--- src/rtl/fifo_arb_pkg.sv ---
// Shared types and limits for the FIFO write arbiter.
// Burst locking is enabled by defining FIFO_ARB_BURST_EN.
package fifo_arb_pkg;

  typedef enum logic {
    IDLE = 1'b0,
    LOCK = 1'b1
  } arb_state_e;

  localparam int ARB_MAX_REQ = 16;

endpackage

--- src/rtl/fifo_wr_arb_rr_pick.sv ---
// One-hot round-robin selector.
// First set bit of valid at or after ptr, wrapping.
module rr_pick #(
  parameter int N  = 4,
  parameter int IW = $clog2(N)
) (
  input  logic [N-1:0]  valid,
  input  logic [IW-1:0] ptr,
  output logic [N-1:0]  onehot,
  output logic [IW-1:0] idx
);

  // Upward search from ptr, modulo N
  always_comb begin : search
    logic          found;
    logic [IW-1:0] j;
    onehot = '0;
    idx    = '0;
    found  = 1'b0;
    j      = '0;
    for (int k = 0; k < N; k++) begin
      j = IW'((int'(ptr) + k) % N);
      if (!found && valid[j]) begin
        found     = 1'b1;
        onehot[j] = 1'b1;
        idx       = j;
      end
    end
  end

endmodule

--- src/rtl/fifo_wr_arb.sv ---
// Round-robin write arbiter in front of a sync FIFO.
// Define FIFO_ARB_BURST_EN to lock the grant for bursts.
module fifo_wr_arb
  import fifo_arb_pkg::*;
#(
  parameter int NUM_REQ    = 4,
  parameter int DATA_W     = 8,
  parameter int FIFO_DEPTH = 32,
  parameter int CNT_W      = $clog2(FIFO_DEPTH) + 1
) (
  input  logic                        clk,
  input  logic                        rst_n,
  input  logic                        clear,
  input  logic [NUM_REQ-1:0]          req_valid,
  input  logic [NUM_REQ*DATA_W-1:0]   req_data,
  input  logic [NUM_REQ-1:0]          req_last,
  output logic [NUM_REQ-1:0]          req_ready,
  output logic                        fifo_wen,
  output logic [DATA_W-1:0]           fifo_wdata,
  input  logic [CNT_W-1:0]            fifo_count,
  output logic [$clog2(NUM_REQ)-1:0]  grant_id
);

  localparam int IW = $clog2(NUM_REQ);

  if (NUM_REQ < 2 || NUM_REQ > ARB_MAX_REQ) begin : g_bad_cfg
    $error("fifo_wr_arb: NUM_REQ out of range");
  end

  logic [IW-1:0]      rr_ptr;
  logic [IW-1:0]      pick_idx;
  logic [IW-1:0]      next_ptr;
  logic [NUM_REQ-1:0] elig;
  logic [NUM_REQ-1:0] pick_oh;
  logic [CNT_W:0]     occ;
  logic               space_ok;
  logic               accept;

  // The write already in flight counts against free space
  assign occ      = {1'b0, fifo_count}
                  + {{CNT_W{1'b0}}, fifo_wen};
  assign space_ok = occ < (CNT_W+1)'(FIFO_DEPTH);

`ifdef FIFO_ARB_BURST_EN
  arb_state_e    state;
  logic [IW-1:0] owner;

  assign elig = (state == LOCK)
              ? (req_valid & (NUM_REQ'(1) << owner))
              : req_valid;
`else
  logic unused_last;

  assign unused_last = ^req_last;
  assign elig        = req_valid;
`endif

  rr_pick #(
    .N  (NUM_REQ),
    .IW (IW)
  ) u_pick (
    .valid  (elig),
    .ptr    (rr_ptr),
    .onehot (pick_oh),
    .idx    (pick_idx)
  );

  assign req_ready = (space_ok && !clear) ? pick_oh : '0;
  assign accept    = |(req_ready & req_valid);
  assign next_ptr  = (pick_idx == IW'(NUM_REQ - 1))
                   ? '0 : pick_idx + IW'(1);

  // Registered FIFO write port
  always_ff @(posedge clk or negedge rst_n) begin
    if (!rst_n) begin
      fifo_wen   <= 1'b0;
      fifo_wdata <= '0;
      grant_id   <= '0;
    end else if (clear) begin
      fifo_wen   <= 1'b0;
      fifo_wdata <= '0;
      grant_id   <= '0;
    end else begin
      fifo_wen <= accept;
      if (accept) begin
        fifo_wdata <= req_data[pick_idx*DATA_W +: DATA_W];
        grant_id   <= pick_idx;
      end
    end
  end

`ifdef FIFO_ARB_BURST_EN
  // Pointer and burst lock FSM; pointer frozen while locked
  always_ff @(posedge clk or negedge rst_n) begin
    if (!rst_n) begin
      rr_ptr <= '0;
      state  <= IDLE;
      owner  <= '0;
    end else if (clear) begin
      rr_ptr <= '0;
      state  <= IDLE;
      owner  <= '0;
    end else if (accept) begin
      unique case (state)
        IDLE: begin
          if (req_last[pick_idx]) begin
            rr_ptr <= next_ptr;
          end else begin
            state <= LOCK;
            owner <= pick_idx;
          end
        end
        LOCK: begin
          if (req_last[pick_idx]) begin
            state  <= IDLE;
            rr_ptr <= next_ptr;
          end
        end
        default: state <= IDLE;
      endcase
    end
  end
`else
  // Pointer moves past each accepted winner
  always_ff @(posedge clk or negedge rst_n) begin
    if (!rst_n) begin
      rr_ptr <= '0;
    end else if (clear) begin
      rr_ptr <= '0;
    end else if (accept) begin
      rr_ptr <= next_ptr;
    end
  end
`endif

endmodule

--- config.mk ---
export PLATFORM = sky130hd
export DESIGN_NAME = fifo_wr_arb
export DESIGN_NICKNAME = d
export VERILOG_FILES = /design/src/rtl/fifo_arb_pkg.sv /design/src/rtl/fifo_wr_arb_rr_pick.sv /design/src/rtl/fifo_wr_arb.sv
export SDC_FILE = /design/constraint.sdc
export NUM_CORES = 1
export LEC_CHECK = 0
export CAP_MARGIN = 20
export CORE_ASPECT_RATIO = 1.5
export CORE_MARGIN = 5
export CORE_UTILIZATION = 28
export CTS_BUF_LIST = sky130_fd_sc_hd__clkbuf_16
export CTS_CLUSTER_DIAMETER = 30
export CTS_CLUSTER_SIZE = 12
export DETAILED_ROUTE_END_ITERATION = 8
export GPL_TIMING_DRIVEN = 0
export PLACE_DENSITY = 0.59
export SYNTH_ARGS = -nofsm -noshare
export SYNTH_HDL_FRONTEND = slang
export SYNTH_HIERARCHICAL = 1
export SYNTH_SLANG_ARGS = --single-unit
--- constraint.sdc ---
create_clock -name clk -period 9.1 [get_ports clk]
set_input_delay 1.82 -clock clk [delete_from_list [all_inputs] [get_ports clk]]
set_output_delay 1.82 -clock clk [all_outputs]
set_load 0.05 [all_outputs]
# Word-level counts from Yosys, hierarchy flattened
# Cells that the tools add are included.
# word_totals
output_inout_bits,15
in_bits,49
word_cells,74
ff_bits,13
# op_classes
shifts,1
bitwise,4
n_eq_ne,1
n_reduce_logical,14
muxes,36
n_lt_le_gt_ge,9
n_addsub,5
# op_table
cell,n
$shiftx A32 B6 Y8,1
$mux W4,5
$mux W2,9
$mux W8,2
$lt A2 B3 Y1 const B,4
$mux W1,12
$or A4 B4 Y4,3
$bmux W1 S2,4
$demux W1 S2,4
$ge A2 B1 Y1 const B,4
$logic_and A1 B1 Y1,8
$add A6 B1 Y7,1
$lt A7 B6 Y1 const B,1
$add A2 B1 Y2 const B,2
$add A2 B2 Y2 const B,2
$and A4 B4 Y4,1
$logic_not A1 Y1,4
$reduce_or A4 Y1,1
$eq A2 B2 Y1 const B,1
$reduce_bool A2 Y1,1

# Longest topological paths before layout
# depth
word_depth,17
ltp_mapped,11
ltp_nobuf,9

# Modules after synthesis
# The synthesis kept the hierarchy.
# modules_own_cells
mod,instances,area_per_inst_um2,cells_each
fifo_wr_arb,1,884.6,67
rr_pick,1,439.2,48

# Least setup slack after synthesis
# OpenSTA, ideal clock, no wires.
# synth_path
path_type,input port to output port
startpoint,in req_valid[2]
endpoint,out req_ready[3]
required_time_ps,7280
slack_ps,3725
cell_stages,6
t_arrival_ps,3555
n_path_buf,0
path_cell_list,mux4_2 > nor2b_4 > a221oi_1 > o2bb2ai_1 > inv_1 > nor2_1
# synth_between
elab_chain_cells,13
# synth_lines
item,line,text
start: declaration,fifo_wr_arb.sv:14,"input logic [NUM_REQ-1:0] req_valid,"
$bmux W1 S2,fifo_wr_arb_rr_pick.sv:23,if (!found && valid[j]) begin
$mux W1 (implied by the code),fifo_wr_arb_rr_pick.sv:23,
$mux W1,fifo_wr_arb_rr_pick.sv:23,
$logic_not A1 Y1,fifo_wr_arb_rr_pick.sv:23,
$logic_and A1 B1 Y1,fifo_wr_arb_rr_pick.sv:23,
$mux W1,fifo_wr_arb_rr_pick.sv:23,
$logic_not A1 Y1,fifo_wr_arb_rr_pick.sv:23,
$logic_and A1 B1 Y1,fifo_wr_arb_rr_pick.sv:23,
$mux W1,fifo_wr_arb_rr_pick.sv:23,
$logic_not A1 Y1,fifo_wr_arb_rr_pick.sv:23,
$logic_and A1 B1 Y1,fifo_wr_arb_rr_pick.sv:23,
$mux W4 (*),fifo_wr_arb_rr_pick.sv:23,
via pick_oh[3],fifo_wr_arb.sv:34,logic [NUM_REQ-1:0] pick_oh;
$mux W4 (*),fifo_wr_arb.sv:68,assign req_ready = (space_ok && !clear) ? pick_oh : '0;
end: declaration,fifo_wr_arb.sv:17,"output logic [NUM_REQ-1:0] req_ready,"
# Mark *: on every way through the listed nets, which the timed path passes. The rest lies on a longest branch. The select of a mux whose other input is x is not followed.

# Worst setup path in the final report
# layout_path
startpoint,in req_valid[3]
endpoint,out req_ready[2]
# The elaborated chain is that of the path after synthesis.

==> results.md <==
* Fillers at 432
* Final Cell Area at 2070 um^2
* WS Path Type: in -> out
* Max H-tree Level at 1
* Area growth syn-to-layout at 56.6%
* Ys async rst share at 100%
* Die H at 94.2 um
* Initial antenna violation count at 0
* Mapped Nets at 170
* Final worst path period need at 6.39 ns
* CP startpoint kind: input port
* Worst Path Max Fanout at 9
* Yosys warns at 6
* Status: finished clean
* Cell Area, Synth at 1320 um^2
* Top cells by area, synth: dfrtp_1 25%, mux4_2 20%, mux2_4 10%
* WL/cell at 14.6 um
* Clk buf depth at 2
* DR vias/cell at 4.91
* Die Area at 6230 um^2
* Cts-stage hold buffer count at 0
* Reg-to-Reg End: fifo_wdata[4]
* Vias in the first global route at 1,342
* CTS root buffer: clkbuf_16
* Leakage Power at 0.000849 uW
* Worst Hold Path Cells at 2
* Final worst path period share at 70.2%
* Critical Path AT at 4.57 ns
* I/O pin count at 64
* F_max at 156 MHz
* Synth Flop Type: dfrtp_1
* DR pass1 iterations at 4
* Netlist cell types at 32
* Row Count at 30
* Critical path's slowest cell: clkdlybuf4s50_1
* Buf/Inv on CP at 3
* Clock sink count at 13
* Clock Latency Late Sink at 0.24 ns
* Final setup fails at 0
* Post-CTS sizing at 0
* DRT Wirelength at 3530 um
* HP Class: reg -> reg
* Core area at 4540 um^2
* Detailed Route Iter0 Violations at 58
* Starting Density at 29.1%
* Cells after synthesis at 115
* Die Wd at 66.1 um
* Crit-path cells: clkdlybuf4s50_1 -> mux4_2 -> nor2b_4 -> a221oi_1 -> o2bb2ai_1 -> inv_1 -> nor2_1 -> clkdlybuf4s50_1
* Post-synth EDFFs at 0
* Peak VDD IR at 0.000180 V
* FF-to-FF path depth at 9
* Worst Skew at 0.000551 ns
* # nets final at 234
* RSZ-0062 raised after global routing: no
* First-pass GRT wire length at 5870 um
* CTS tree: yes
* Reg2reg setup slack at 5.77 ns
* DRC Markers at 0
* #FFs+latches synth at 13
* RePlAce Congestion at 0.829
* Hold Path End: grant_id[0]
* Largest net degree at the start of global routing at 14
* Max incr delay on CP at 0.81 ns
* Final ANT Viol Nets at 0
* Setup TNS Final at 0 ns
* PD cells at 296 nW/um^2
* Non-Filler Instances at 242
* Setup repair bufs after CTS at 0
* Yosys top cell by area: dfrtp_1
* Total GRT Usage at 11.9%
* Final hold violation count at 0
* Crit path from: req_valid[3]
* N_diodes at 0
* Headroom to the max-slew limit at 60.8%
* Worst hold start: grant_id[0]
* Hpwl dp at 2960 um
* CP dominant cell by count: clkdlybuf4s50_1
* Worst Path Required at 7.28 ns
* IO buf count at 59
* Max-slew violation count at 0
* Via Count at 1,188
* Synth top area share at 24.6%
* Top delay family on crit path: buffers and inverters
* CTS Buf Count at 3
* Register area share after synthesis at 24.6%
* Gr ovfl total at 0
* Actual slew at the worst max-slew pin at 0.586 ns
* Placed Instance Area at 1990 um^2
* Register clock-pin slew on the reported worst setup and hold paths at 0.04 ns
* Average instance area after synthesis at 11.5 um^2
* Critical R2R Launch: rr_ptr[1]
* Worst setup EP type: output pin
* Final Power at 614 uW
* Number of max-cap violations at 0
* Placed cell count at 238
* Layout cells sized above 1 at 20.8%
==> cell families after synthesis <==
family | count (synthesis) | share of synthesized area (%)
buffers and inverters | 14 | 5.77
AND/OR/NAND/NOR | 38 | 17.1
adder cells (fa/ha/maj) | 6 | 5.67
flip-flops | 13 | 24.6
AO/OA/AOI/OAI | 18 | 12.1
multiplexers | 26 | 34.8
==> synth_stat cells (3+ instances only) <==
master     number
o2bb2ai_1       5
mux2_2          3
nand2_1         6
nor2b_1        14
a221oi_1        4
ha_1            6
mux4_2         12
dfrtp_1        13
nor2_1          9
buf_6           3
mux2_4          9
inv_1           8
==> sequential cells by signal, summed over array words and instances (netlist names) <==
register    flops
rr_ptr          2
grant_id        2
fifo_wdata      8
fifo_wen        1
==> worst max-delay path by stage <==
stage	endpoint	cells after the start
global placement	req_ready[0]	8
floorplan	req_ready[3]	6
detailed placement	req_ready[2]	8
finish	req_ready[2]	8
CTS	req_ready[2]	8
global route	req_ready[2]	8
==> power by group <==
| group | internal [uW] | switching [uW] | total [uW] |
|---|---|---|---|
| sequential | 78.5 | 16.5 | 95.0 |
| clock | 57.9 | 23.9 | 81.8 |
| combinational | 211 | 227 | 438 |
| total | 347 | 267 | 614 |
==> worst reg2reg max path, stage by stage, from the launching register on <==
cell and delay [ns]:
dfrtp_1 0.54, inv_1 0.16, ha_1 0.45, mux4_2 0.47
nor2b_4 0.23, a221oi_2 0.08, o2bb2ai_1 0.22, clkbuf_1 0.41
mux4_2 0.38, mux2_4 0.27
==> placed cells by master, fill, tap and decap left out, types with 2 or more instances in the layout <==
master / count
mux4_2: 12
mux2_2: 3
nand2_1: 6
a22oi_1: 2
buf_6: 3
dfrtp_1: 13
a221oi_1: 4
clkbuf_1: 2
nor2_1: 9
clkdlybuf4s50_1: 59
ha_1: 6
o2bb2ai_1: 5
mux2_4: 9
clkbuf_16: 3
inv_1: 9
nor2b_1: 14
and2b_1: 2
==> per-stage QoR <==
| step | hold slack (ns) | setup slack [ns] | util, % |
|---|---|---|---|
| after global routing | 0.665 | 2.46 | 45.6 |
| after detailed placement | 0.626 | 2.69 | 43.9 |
| final | 0.625 | 2.71 | 45.6 |
| after global placement | 0.597 | 2.71 | 43.9 |
| after CTS | 0.636 | 2.69 | 45.6 |
| after floorplan | 0.698 | 3.72 | - |
==> layer usage <==
layer	routed length (um)	GRT usage [%]
met5	0	0
met4	32	2.88
met3	281	3.83
met2	1970	22.5
met1	1250	12.2
==> cell type report <==
type	count	area (um^2)	area share [%]
repair buffers	59	591	28.5
multi-input cells	88	922	44.5
inverters	8	30.0	1.45
clock inverters	1	3.75	0.181
clock buffers	3	75.1	3.62
flip-flops and latches	13	325	15.7
well taps	64	80.1	3.86
plain buffers	6	46.3	2.23
No activity file was read; power rests on OpenSTA's default activity.
